### config.mk
export PLATFORM = sky130hd
export DESIGN_NAME = rca_chunk_seq
export DESIGN_NICKNAME = d
export VERILOG_FILES = /design/src/rtl/rca_chunk_seq_pkg.sv /design/src/rtl/rca_chunk_seq_rca.sv /design/src/rtl/rca_chunk_seq.sv
export SDC_FILE = /design/constraint.sdc
export NUM_CORES = 1
export LEC_CHECK = 0
export BUFFER_PORTS_ARGS = -buffer_cell sky130_fd_sc_hd__buf_2
export CORE_MARGIN = 1
export CORE_UTILIZATION = 45
export DETAILED_ROUTE_END_ITERATION = 16
export PLACE_DENSITY = 0.73
export SLEW_MARGIN = 10
export SYNTH_ARGS = -nofsm -noshare
export SYNTH_HDL_FRONTEND = slang
export SYNTH_SLANG_ARGS = --single-unit
### constraint.sdc
create_clock -name clk -period 4.27 [get_ports clk]
set_clock_uncertainty 0.15 [all_clocks]
set_input_delay 0.2135 -clock clk [delete_from_list [all_inputs] [get_ports clk]]
set_output_delay 0.2135 -clock clk [all_outputs]
set_load 0.005 [all_outputs]
### src/rtl/rca_chunk_seq_pkg.sv
// Shared definitions for the chunked ripple-carry adder sequencer.
// Holds the controller state encoding, the default chunk geometry and
// the signed-overflow helper used on the final chunk.
package rca_chunk_seq_pkg;

  localparam int DEF_BITS   = 8;
  localparam int DEF_CHUNKS = 4;

  typedef enum logic [1:0] {
    ST_IDLE = 2'd0,
    ST_RUN  = 2'd1,
    ST_DONE = 2'd2
  } state_t;

  // Two's-complement overflow: operands share a sign and the result sign differs.
  function automatic logic ovf_calc(input logic a_msb, input logic b_msb, input logic s_msb);
    logic res_s;
    res_s = (a_msb == b_msb) && (s_msb != a_msb);
    return res_s;
  endfunction

endpackage

### src/rtl/rca_chunk_seq_rca.sv
// Combinational BITS-wide ripple-carry adder, the one shared arithmetic
// slice reused for every chunk of the wide operation.
// Ports: a0, a1 - addends; ci - carry in; sum - BITS-bit sum; co - carry out.
module rca
  import rca_chunk_seq_pkg::*;
#(
  parameter int BITS = DEF_BITS
) (
  input  logic [BITS-1:0] a0,
  input  logic [BITS-1:0] a1,
  input  logic            ci,
  output logic [BITS-1:0] sum,
  output logic            co
);

  logic [BITS:0] c_s;

  assign c_s[0] = ci;

  for (genvar i = 0; i < BITS; i++) begin : g_fa
    assign sum[i]   = a0[i] ^ a1[i] ^ c_s[i];
    assign c_s[i+1] = (a0[i] & a1[i]) | (c_s[i] & (a0[i] ^ a1[i]));
  end

  assign co = c_s[BITS];

endmodule

### src/rtl/rca_chunk_seq.sv
// Multi-cycle wide adder: adds two BITS*CHUNKS-bit operands one BITS-bit chunk
// per cycle (LSB chunk first) through a single shared rca slice, carrying
// between chunks in a register.
// Ports:
//   clk, rst      - clock and synchronous active-high reset
//   start         - request, accepted only when not busy
//   a, b, ci      - operands and carry-in, captured on the accepting edge
//   busy          - high while chunks are being processed
//   done          - one-cycle pulse when sum/co/ovf are fresh
//   sum, co, ovf  - result, carry out of the top bit, signed overflow; held
//                   until the next done
module rca_chunk_seq
  import rca_chunk_seq_pkg::*;
#(
  parameter int BITS   = DEF_BITS,
  parameter int CHUNKS = DEF_CHUNKS,
  parameter int CW     = 2
) (
  input  logic                     clk,
  input  logic                     rst,
  input  logic                     start,
  input  logic [BITS*CHUNKS-1:0]   a,
  input  logic [BITS*CHUNKS-1:0]   b,
  input  logic                     ci,
  output logic                     busy,
  output logic                     done,
  output logic [BITS*CHUNKS-1:0]   sum,
  output logic                     co,
  output logic                     ovf
);

  localparam int W = BITS * CHUNKS;

  state_t          state_r;
  logic [W-1:0]    a_sh_r;
  logic [W-1:0]    b_sh_r;
  logic [W-1:0]    res_sh_r;
  logic            cy_r;
  logic [CW-1:0]   cnt_r;
  logic [W-1:0]    sum_r;
  logic            co_r;
  logic            ovf_r;

  logic [BITS-1:0] rca_sum_s;
  logic            rca_co_s;

  rca #(.BITS(BITS)) u_rca (
    .co  (rca_co_s),
    .sum (rca_sum_s),
    .a0  (a_sh_r[BITS-1:0]),
    .a1  (b_sh_r[BITS-1:0]),
    .ci  (cy_r)
  );

  // Controller FSM, operand/result shifters, chunk counter and result registers.
  always_ff @(posedge clk) begin
    if (rst) begin
      state_r  <= ST_IDLE;
      a_sh_r   <= {W{1'b0}};
      b_sh_r   <= {W{1'b0}};
      res_sh_r <= {W{1'b0}};
      cy_r     <= 1'b0;
      cnt_r    <= {CW{1'b0}};
      sum_r    <= {W{1'b0}};
      co_r     <= 1'b0;
      ovf_r    <= 1'b0;
    end else begin
      case (state_r)
        ST_IDLE: begin
          if (start) begin
            a_sh_r  <= a;
            b_sh_r  <= b;
            cy_r    <= ci;
            cnt_r   <= {CW{1'b0}};
            state_r <= ST_RUN;
          end else begin
            state_r <= ST_IDLE;
          end
        end
        ST_RUN: begin
          a_sh_r   <= a_sh_r >> BITS;
          b_sh_r   <= b_sh_r >> BITS;
          res_sh_r <= {rca_sum_s, res_sh_r[W-1:BITS]};
          cy_r     <= rca_co_s;
          cnt_r    <= cnt_r + CW'(1);
          if (cnt_r == CW'(CHUNKS - 1)) begin
            // Top chunk is on the slice now, so its MSBs are the operand sign bits.
            sum_r   <= {rca_sum_s, res_sh_r[W-1:BITS]};
            co_r    <= rca_co_s;
            ovf_r   <= ovf_calc(a_sh_r[BITS-1], b_sh_r[BITS-1], rca_sum_s[BITS-1]);
            state_r <= ST_DONE;
          end else begin
            state_r <= ST_RUN;
          end
        end
        ST_DONE: begin
          if (start) begin
            a_sh_r  <= a;
            b_sh_r  <= b;
            cy_r    <= ci;
            cnt_r   <= {CW{1'b0}};
            state_r <= ST_RUN;
          end else begin
            state_r <= ST_IDLE;
          end
        end
        default: begin
          state_r <= ST_IDLE;
        end
      endcase
    end
  end

  assign busy = (state_r == ST_RUN);
  assign done = (state_r == ST_DONE);
  assign sum  = sum_r;
  assign co   = co_r;
  assign ovf  = ovf_r;

endmodule
# Word level (Yosys, flattened, before mapping)

Cells that the tools add are included.

Bits in registers: 135
Bits in latches: 0
Bits in writable memories: 0
ROM bits: 0
Output and inout bits: 36
Memories kept: 0

Add/sub/neg operators: 1
$mul: 0
Divide/modulo/power cells: 0
$lt $le $gt $ge: 0
Equality and inequality tests: 6
Shift-type cells: 0
Mux-type cells: 11
Bitwise logic cells: 40
Reductions and logical operators: 6

Operator list:

| operator                                                              | count |
|---|---|
| 32-bit one-hot mux with 2 select lines                                | 2 |
| 32-bit 2-to-1 mux                                                     | 2 |
| 1-bit bitwise AND                                                     | 16 |
| 1-bit XOR                                                             | 16 |
| 1-bit bitwise OR                                                      | 8 |
| 2-bit one-hot mux with 2 select lines                                 | 2 |
| 2-bit equality test, second input constant                            | 2 |
| 2-bit 2-to-1 mux                                                      | 2 |
| 2-bit AND reduction                                                   | 2 |
| 2-bit by 1-bit adder with 2-bit output, second input constant         | 1 |
| 2-bit by 1-bit equality test with 1-bit output, second input constant | 1 |
| 2-bit zero test                                                       | 1 |
| 1-bit 2-to-1 mux                                                      | 2 |
| 2-bit by 1-bit != test with 1-bit output, second input constant       | 1 |
| 1-bit one-hot mux with 2 select lines                                 | 1 |
| 2-bit nonzero test                                                    | 1 |
| 2-bit OR reduction                                                    | 1 |
| 1-bit equality test                                                   | 1 |
| 1-bit logical AND                                                     | 1 |
| 1-bit != test                                                         | 1 |

# Logic depth before layout (Yosys ltp)

Gate-level depths: netlist of run 1.

Word-level depth: 18
Gate-level depth with buffers: 14
Gate-level depth less buffers: 14

# By module

A second synthesis of run 1 with hierarchy kept.

Cells, all modules: 587
Area, all modules: 5331.4 sq um

By module, submodules not included:

| module        | times used | cells each | area an instance (sq um) |
|---|---|---|---|
| rca_chunk_seq | 1          | 569        | 5133.7 |
| rca           | 1          | 18         | 197.7 |

# Least setup slack after synthesis of run 1

Ideal clock, no wire load.

Path type: flip-flop to flip-flop
From: register a_sh_r[0]
To: register ovf_r (netlist: ovf)
Arrival time: 3902 ps
Setup slack: 148 ps
Stages on the path, launching flop included: 15
Clock period less this slack: 4122 ps
Cell sequence: dfxtp_1 -> fa_1 -> inv_1 -> fa_1 -> inv_1 -> fa_1 -> fa_1 -> fa_1 -> fa_1 -> fa_1 -> inv_1 -> fa_1 -> xor2_1 -> or3_1 -> a21oi_1

Word-level cells in the longest chain between the ends: 18
Elaborated cells between the ends (all ways): 19
Those cells by class: 1 x eq/ne; 17 x bitwise; 1 x reduce/logical

Ends and longest elaborated chain:

| what                     | line                    | RTL |
|---|---|---|
| start: declaration       | rca_chunk_seq.sv:35     | `logic [W-1:0] a_sh_r;` |
| start signal: assignment | rca_chunk_seq.sv:59     | `a_sh_r <= {W{1'b0}};` |
| start signal: assignment | rca_chunk_seq.sv:81     | `a_sh_r <= a_sh_r >> BITS;` |
| 1-bit XOR                | rca_chunk_seq_rca.sv:22 | `assign c_s[i+1] = (a0[i] & a1[i]) \| (c_s[i] & (a0[i] ^ a1[i]));` |
| 1-bit bitwise AND        | rca_chunk_seq_rca.sv:22 |  |
| 1-bit bitwise OR *       | rca_chunk_seq_rca.sv:22 |  |
| 1-bit bitwise AND *      | rca_chunk_seq_rca.sv:22 |  |
| 1-bit bitwise OR *       | rca_chunk_seq_rca.sv:22 |  |
| 1-bit bitwise AND *      | rca_chunk_seq_rca.sv:22 |  |
| 1-bit bitwise OR *       | rca_chunk_seq_rca.sv:22 |  |
| 1-bit bitwise AND *      | rca_chunk_seq_rca.sv:22 |  |
| [2 not listed]           | --                      |  |
| 1-bit bitwise OR *       | rca_chunk_seq_rca.sv:22 |  |
| 1-bit bitwise AND *      | rca_chunk_seq_rca.sv:22 |  |
| 1-bit bitwise OR *       | rca_chunk_seq_rca.sv:22 |  |
| 1-bit bitwise AND *      | rca_chunk_seq_rca.sv:22 |  |
| 1-bit bitwise OR *       | rca_chunk_seq_rca.sv:22 |  |
| 1-bit XOR *              | rca_chunk_seq_rca.sv:21 | `assign sum[i] = a0[i] ^ a1[i] ^ c_s[i];` |
| 1-bit != test *          | rca_chunk_seq_pkg.sv:18 | `res_s = (a_msb == b_msb) && (s_msb != a_msb);` |
| 1-bit logical AND *      | rca_chunk_seq_pkg.sv:18 |  |
| end signal: assignment   | rca_chunk_seq.sv:90     | `ovf_r <= ovf_calc(a_sh_r[BITS-1], b_sh_r[BITS-1], rca_sum_s[BITS-1]);` |
| end: declaration         | rca_chunk_seq.sv:42     | `logic ovf_r;` |

Every way passes the cells marked *; elsewhere a longest branch is shown, timed or not.
A chain may end at the register's enable or synchronous reset.

# Final worst setup path of run 1

Same ends and word-level chain as after synthesis.

==> flow_metrics.tcl, run 1 <==
set metrics [dict create \
    outcome "finished clean" \
    drv_cap 0 \
    switching_share 0.261 \
    ys.flop_type "dfxtp_1" \
    wire_per_inst_um 14.8 \
    syn2layout_area_growth_pct 25.7 \
    post-synth-top-area-fraction 0.483 \
    cp_max_fo 2 \
    ant_nets 0 \
    cp-start-kind "flop" \
    path_class "flop to flop" \
    routed_wl_um 12400 \
    period_minus_slack_ps 4110 \
    vias_per_cell 5.30 \
    grt_pass1_vias 4219 \
    grt_antenna_before_repair 0 \
    hp-class "input port to flop" \
    cts_tree "yes" \
    synth_nets 659 \
    p_comb_frac 0.115 \
    root_buffer "clkbuf_16" \
    most-common-layout-cells "125 x dfxtp_1, 122 x nand2_1, 102 x buf_2, 70 x a21oi_1" \
    gp_congestion 0.771 \
    chipHeight_um 110 \
    max_freq_mhz 243 \
    p_sw_w 0.000815 \
    start_util 0.461 \
    drc 0 \
    power.total_w 0.00312 \
    finalCritPeriodShare 0.962 \
    die_x_um 110 \
    drt_iter0_markers 283 \
    netlist_top_cells_area "dfxtp_1 48%, mux2i_1 9.3%, nand2_1 8.7%" \
    synth_seq_area_share 0.483 \
    clk_pin_slew_ps 60 \
    syn-mean-instance-area_um2 9.07 \
    vias 4449 \
    layout_commonest_cell "dfxtp_1" \
    utilization 0.580 \
    nNetsFinal 761 \
    track_usage 0.219 \
    layout-drive-gt1-share 0.234 \
    grt_start_max_net_pins 95 \
    cellPowerDensity_nw_per_um2 471 \
    ios 104 \
    synth_cell_types 27 \
    clkLatencyLatePin_ps 420 \
    intPower_w 0.00230 \
    rsz0062_at_grt "no" \
    cp.arrival_ps 4300 \
    synth_cells 581 \
    worstPathRequired_ps 4460 \
    seqPwrFrac 0.423 \
    clk_path_buf_depth 2 \
    grt_pass1_wl_um 20100 \
    clock_power_share 0.462 \
    cts_max_level 4 \
    cts_sinks 127 \
    num_rows 39 \
    irDropWorstVdd_v 0.000326 \
    drt-pass1-iter-count 4 \
    nFillCells 1039 \
    end_kind "flop" \
    final_hold_viol_count 0 \
    report.final.slew_viol_count 0 \
    port_buffers 103 \
    worst_pin_slew_ps 1090 \
    antenna_cells 0 \
    core-area_um2 11400 \
    synth_area_leader_cell "dfxtp_1" \
    synth-seq-cells 127 \
    p_leak_nw 2.59 \
    synth_edf_count 0 \
    die_area_um2 12100 \
    cts_buffers 17 \
    synth_area_um2 5270 \
    yosys_warnings 0 \
    hpwl_um 7690 \
    slew_headroom 0.272 \
    grt-ovfl-total 0 \
    synthArstFlopShare 0 \
    hold-worst-slack_ps 10.3 \
    setup_viol 0 \
]
-- metal layers --
layer  track usage  wire length (µm)
met1         0.261              5440
met2         0.373              6230
met3        0.0570               552
met4        0.0902               226
met5             0                 0
-- stage by stage --
step	area (µm²)	setup slack (ps)	TNS (ps)	cells
5_1_grt	6620	21.9	0	839
3_5_place_dp	5690	-27.0	-27.0	776
2_1_floorplan	5270	148	0	581
3_3_place_gp	5690	24.7	0	776
6_report	6620	162	0	839
4_1_cts	6590	39.8	0	838
-- cell families after synthesis --
family	count (synthesis)	synth area share
and+or+nand+nor	205	0.167
DFF	127	0.483
xor gates and xnor gates	1	0.00166
muxes	49	0.0931
adders and majority gates	10	0.0352
buffers and inverters	63	0.0646
AOI/OAI and AO/OA	126	0.155
-- Yosys cell counts, types with 2 or more instances --
cell / n
a211oi_1: 44
a211oi_2: 10
a21oi_1: 71
buf_1: 2
buf_2: 18
buf_4: 15
buf_6: 3
clkbuf_1: 16
dfxtp_1: 127
fa_1: 8
ha_1: 2
inv_1: 8
mux2i_1: 49
nand2_1: 122
nand2b_1: 3
nand3_1: 18
nor2_1: 7
nor3_1: 49
-- critical path, stage by stage, from the launching register on --
cell	delay (ps)
dfxtp_2	330
fa_1	410
inv_1	70
fa_1	160
inv_1	50
fa_2	340
fa_2	370
fa_2	340
fa_2	340
fa_2	330
inv_1	70
fa_1	430
xor2_1	160
or3_1	330
a21oi_2	130
-- power by group through the flow --
stage | sequential (W) | combinational (W) | clock, W
6_report | 0.00132 | 0.000358 | 0.00144
2_1_floorplan | 0.00132 | 0.000274 | 0
4_1_cts | 0.00132 | 0.000358 | 0.00146
3_5_place_dp | 0.00134 | 0.000332 | 0
3_3_place_gp | 0.00134 | 0.000322 | 0
5_1_grt | 0.00133 | 0.000397 | 0.00152
-- final cells by class --
cell class | instances | area, µm² | share of cell area
Clock buffer | 18 | 439 | 0.0663
Clock inverter | 14 | 155 | 0.0234
Inverter | 9 | 36.3 | 0.00548
Multi-Input combinational cell | 391 | 2410 | 0.364
Sequential cell | 127 | 2550 | 0.385
Tap cell | 143 | 179 | 0.0270
Timing Repair Buffer | 137 | 853 | 0.129
-- registers in the layout, indices dropped and copies added (netlist names) --
name	cells
b_sh_r	32
cy_r	1
ovf	1
res_sh_r	24
state_r	2
a_sh_r	32
sum	32
co	1
cnt_r	2
-- worst paths after layout --
path | cells past startpoint | endpoint | from | slack, ps
min | 3 | b_sh_r[15] | b[15] | 10
max | 14 | ovf | a_sh_r[0] | 160
min reg2reg | 2 | sum[8] | sum[8] | 300
max reg2reg | 14 | ovf | a_sh_r[0] | 160
-- timing repair --
action	4_1_cts	5_1_grt
endpoints found under the hold margin	29	0
pin swaps	1	2
hold buffers	29	0
gates resized for setup	2	5
buffers inserted	1	0
setup endpoints to repair	1	1
Note: power is estimated with default switching activity, not from simulation.
==> run 2, diff against run 1 <==
--- a/constraint.sdc
+++ b/constraint.sdc
@@ -3,3 +3,3 @@
 set_input_delay 0.2135 -clock clk [delete_from_list [all_inputs] [get_ports clk]]
 set_output_delay 0.2135 -clock clk [all_outputs]
-set_load 0.005 [all_outputs]
+set_load 0.1 [all_outputs]
==> flow_metrics.tcl, run 2 (synthesized netlist as in run 1, its figures left out) <==
set metrics [dict create \
    outcome "finished clean" \
    grt_start_max_net_pins 91 \
    crit_path_frequent_cell "fa_2" \
    track_usage 0.211 \
    power.total_w 0.00310 \
    setup_viol 0 \
    finalCritPeriodShare 0.960 \
    max_stage_delay_ps 440 \
    rr_startpoint "a_sh_r[0]" \
    worstReg2RegEnd "ovf" \
    hold-worst-slack_ps 2.59 \
    die_x_um 110 \
    drt-pass1-iter-count 4 \
    ios 104 \
    hp-start "a[12]" \
    nNetsFinal 753 \
    hp-class "input port to flop" \
    clk_pin_slew_ps 60 \
    grt_pass1_vias 4220 \
    end_kind "flop" \
    clk_path_buf_depth 2 \
    grt-ovfl-total 0 \
    dpl_cell_area_um2 5690 \
    cellPowerDensity_nw_per_um2 475 \
    clkLatencyLatePin_ps 410 \
    root_buffer "clkbuf_16" \
    period_minus_slack_ps 4100 \
    min_to "a_sh_r[12]" \
    irDropWorstVdd_v 0.000236 \
    drv_cap 0 \
    cts_buffers 17 \
    cts_max_level 4 \
    finalInstanceArea_um2 6530 \
    routed_wl_um 12100 \
    max_freq_mhz 244 \
    gp_congestion 0.766 \
    die_area_um2 12100 \
    cp.arrival_ps 4270 \
    vias_per_cell 5.25 \
    cp.buffers_inverters 3 \
    core-area_um2 11400 \
    cp_top_family "adder cells" \
    drc 0 \
    syn2layout_area_growth_pct 24.0 \
    drt_iter0_markers 211 \
    worst_pin_slew_ps 1220 \
    layout_commonest_cell "dfxtp_1" \
    report.final.slew_viol_count 0 \
    num_rows 39 \
    start_util 0.461 \
    nFillCells 1040 \
    worstPathRequired_ps 4440 \
    path_class "flop to flop" \
    ant_nets 0 \
    slowest_stage "fa_1" \
    final_cells 832 \
    cts_tree "yes" \
    cts_sinks 127 \
    slew_headroom 0.184 \
    hpwl_um 7610 \
    cp_cell_sequence "fa_2 -> inv_1 -> fa_1 -> inv_1 -> fa_2 -> fa_2 -> fa_2 -> fa_2 -> fa_1 -> inv_1 -> fa_1 -> xor2_1 -> or3_1 -> a21oi_1" \
    chipHeight_um 110 \
    grt_antenna_before_repair 1 \
    rsz0062_at_grt "no" \
    r2r_setup_slack_ps 170 \
    grt_pass1_wl_um 19700 \
    most-common-layout-cells "126 x dfxtp_1, 122 x nand2_1, 102 x buf_2, 71 x a21oi_1" \
    layout-drive-gt1-share 0.230 \
    wire_per_inst_um 14.6 \
    ff2ff_path_depth 14 \
    hold_depth 3 \
    p_leak_nw 2.56 \
    vias 4369 \
    utilization 0.572 \
    final_hold_viol_count 0 \
    cp_max_fo 2 \
    cp-start-kind "flop" \
    port_buffers 103 \
    placed_cells_incl_taps 776 \
]
## run 2: changes by cell type in the layout (fill, tap and decap cells not counted), moves of 2 or more
cell           delta
dlygate4sd3_1     -8
clkinv_4          +3
clkbuf_1          +2
clkinvlp_4        -2
## run 2: report_power, final
part | leakage (nW) | internal (W) | switching (W)
sequential | 1.04 | 0.00126 | 0.0000690
clock | 0.284 | 0.000873 | 0.000551
combinational | 1.23 | 0.000158 | 0.000193
## run 2: tightest hold or removal path: cells and delay by family
family / cells / cell delay, ps
AOI/OAI and AO/OA: 1 / 80
buffers and inverters: 1 / 90
muxes: 1 / 120
## run 2: per-layer routing
| metal | part of all wire | GRT usage | wire (µm) | up-vias |
|---|---|---|---|---|
| met4 | 0.016 | 0.0902 | 191 | 0 |
| met2 | 0.49 | 0.351 | 5940 | 114 |
| met3 | 0.044 | 0.0482 | 531 | 17 |
| met5 | 0 | 0 | 0 | - |
| li1 | - | - | - | 2205 |
| met1 | 0.45 | 0.263 | 5470 | 2033 |
## run 2: layout make-up
cell class                      instances  area (µm²)  area share
Sequential cell                       127        2550       0.390
Inverter                                9        36.3     0.00556
Antenna cell                            1        2.50    0.000383
Timing Repair Buffer                  129         773       0.118
Clock inverter                         13         155      0.0238
Multi-Input combinational cell        391        2400       0.368
Clock buffer                           19         433      0.0663
Tap cell                              143         179      0.0274
## run 2: per-stage QoR
| step | setup WS, ps | setup TNS, ps |
|---|---|---|
| after floorplan | 148 | 0 |
| after global placement | 32.8 | 0 |
| after detailed placement | -47.9 | -47.9 |
| after CTS | 23.1 | 0 |
| after global routing | 18.8 | 0 |
| final | 172 | 0 |
## run 2: timing repair
action | CTS | global route
resized for setup | 2 | 3
hold buffers | 21 | 0
hold endpoints to repair | 21 | 0
setup endpoints to repair | 1 | 1
pin swaps | 1 | 1
buffers inserted | 1 | 0
## run 2: worst max path at each step
stage               startpoint   to  slack, ps  cells after the start
finish               a_sh_r[0]  ovf        170                     14
global route         a_sh_r[0]  ovf         20                     14
CTS                  a_sh_r[0]  ovf         20                     14
detailed placement   a_sh_r[0]  ovf        -50                     14
global placement     a_sh_r[0]  ovf         30                     14
floorplan            a_sh_r[0]  ovf        150                     14
==> run 3, diff against run 2 <==
ABC_AREA = 1   (was not set)
PLACE_DENSITY = 0.72   (was 0.73)
==> flow_metrics.tcl, run 3 <==
set metrics [dict create \
    postCtsSetupRepairBufs 0 \
    synth_cell_types 21 \
    p_comb_frac 0.142 \
    outcome "finished clean" \
    path_class "flop to flop" \
    most-common-layout-cells "280 x nand2_1, 146 x nor2_1, 126 x dfxtp_1, 103 x buf_2, 55 x dlygate4sd3_1" \
    root_buffer "clkbuf_16" \
    grt_pass1_wl_um 24100 \
    p_leak_nw 3.42 \
    hpwl_um 7980 \
    ys.flop_type "dfxtp_1" \
    cts_tree "yes" \
    max_freq_mhz 249 \
    critical_path_depth 17 \
    num_rows 40 \
    setup_viol 0 \
    port_buffers 103 \
    p_sw_w 0.000857 \
    irDropWorstVdd_v 0.000296 \
    clk_pin_slew_ps 60 \
    switching_share 0.268 \
    synth_area_leader_cell "dfxtp_1" \
    final_hold_viol_count 0 \
    end_kind "flop" \
    netlist_top_cells_area "dfxtp_1 45%, nand2_1 19%, nor2_1 9.8%" \
    slowest_stage "fa_1" \
    fin_tns_setup_ps 0 \
    track_usage 0.235 \
    cp_max_fo 3 \
    synth-seq-cells 127 \
    layout_commonest_cell "nand2_1" \
    cp.arrival_ps 4190 \
    cts_max_level 4 \
    max_stage_delay_ps 440 \
    finalCritPeriodShare 0.942 \
    vias_per_cell 4.84 \
    nNetsFinal 999 \
    synth_area_um2 5600 \
    cts_buffers 17 \
    place_ws_ps 187 \
    synth_seq_area_share 0.454 \
    final.setup.worst_slack_ps 249 \
    antenna_cells 0 \
    drt-pass1-iter-count 7 \
    grt_start_max_net_pins 70 \
    period_minus_slack_ps 4020 \
    hp-class "input port to flop" \
    report.final.slew_viol_count 0 \
    grt-ovfl-total 0 \
    chipHeight_um 114 \
    synth_most_common_cell "nand2_1" \
    start_util 0.464 \
    vias 5333 \
    grt_antenna_before_repair 0 \
    die_x_um 114 \
    rsz0062_at_grt "no" \
    synth_commonest_cells "281 x nand2_1, 146 x nor2_1, 127 x dfxtp_1" \
    ff2ff_path_depth 17 \
    ant_nets 0 \
    ios 104 \
    nFillCells 1144 \
    power.total_w 0.00320 \
    layout-drive-gt1-share 0.166 \
    slew_headroom 0.409 \
    intPower_w 0.00234 \
    cp_cell_sequence "fa_1 -> inv_1 -> fa_1 -> inv_1 -> fa_1 -> fa_2 -> fa_1 -> fa_2 -> fa_1 -> inv_1 -> fa_1 -> inv_2 -> nand2_1 -> nand3_1 -> nand2_1 -> nand2_1 -> inv_1" \
    syn2layout_area_growth_pct 29.2 \
    clkLatencyLatePin_ps 410 \
    hold_depth 5 \
    cellPowerDensity_nw_per_um2 442 \
    synth_edf_count 0 \
    yosys_warnings 0 \
    cts_sinks 127 \
    drv_cap 0 \
    grt_pass1_vias 5202 \
    synthArstFlopShare 0 \
    cp-start-kind "flop" \
    routed_wl_um 14200 \
    gp_congestion 0.755 \
    seqPwrFrac 0.412 \
    clk_path_buf_depth 2 \
    worstPathRequired_ps 4430 \
    die_area_um2 12900 \
    cp.buffers_inverters 5 \
    syn-mean-instance-area_um2 7.06 \
    core-area_um2 12100 \
    clock_power_share 0.446 \
    cp_top_family "adder cells" \
    synth_nets 871 \
    drt_iter0_markers 357 \
    post-synth-top-area-fraction 0.454 \
    crit_path_frequent_cell "fa_1" \
    utilization 0.600 \
    wire_per_inst_um 12.8 \
    drc 0 \
    worst_pin_slew_ps 885 \
    synth_cells 793 \
]
run 3: cell count changes in the layout (fill, tap and decap cells not counted), sizes merged, moves of 34 or more:
| cell | delta |
|---|---|
| a211oi | -54 |
| dlygate4sd3 | +34 |
| mux2i | -49 |
| nand2 | +159 |
| nand3b | +44 |
| nor2 | +141 |
| nor3 | -49 |
run 3: cells by family after synthesis:
kind of cell / share of synthesized area
AND/OR/NAND/NOR: 0.387
adder cells (fa/ha/maj): 0.0331
AO/OA/AOI/OAI: 0.0599
flip-flops: 0.454
buffers and inverters: 0.0664
run 3: final cells by class:
class,instances,area [µm²],area share
clock buffers,19,453,0.0626
inverters,21,81.3,0.0112
well taps,168,210,0.0291
repair buffers,164,1110,0.154
clock inverters,13,140,0.0194
multi-input cells,590,2690,0.372
flip-flops and latches,127,2540,0.352
run 3: metrics by stage:
stage          instances  hold WS [ps]  cell area (µm²)
4_1_cts             1102          2.64             7230
6_report            1102          5.59             7230
3_3_place_gp        1015           297             6080
3_5_place_dp        1015           302             6080
2_1_floorplan        793           211             5600
5_1_grt             1102          38.3             7230
run 3: power groups by stage:
stage,registers (W),clock network (W),logic [W]
4_1_cts,0.00132,0.00144,0.000448
3_5_place_dp,0.00134,0,0.000406
2_1_floorplan,0.00133,0,0.000319
5_1_grt,0.00133,0.00151,0.000518
6_report,0.00132,0.00143,0.000454
3_3_place_gp,0.00134,0,0.000405
run 3: worst register-to-register path: cells and delay by family, from the launching register on:
family / cells / cell delay, ps
buffers and inverters: 5 / 330
and+or+nand+nor: 4 / 230
DFF: 1 / 330
adders and majority gates: 8 / 2890
run 3: repair_timing:
action	4_1_cts	5_1_grt
setup endpoints to repair	0	1
hold buffers	55	0
resized for setup	0	3
endpoints found under the hold margin	55	0
run 3: routing by layer:
layer	global-route usage	up-vias	part of all wire
li1	-	2744	-
met3	0.0632	30	0.052
met1	0.297	2390	0.45
met4	0.0904	0	0.021
met5	0	-	0
met2	0.382	169	0.47
run 3: path summary, 6_finish.rpt:
path	endpoint	from	slack [ps]
setup / recovery	ovf	a_sh_r[0]	250
hold / removal	a_sh_r[20]	a[20]	6
hold reg to reg	sum[1]	res_sh_r[9]	310
setup reg to reg	ovf	a_sh_r[0]	250
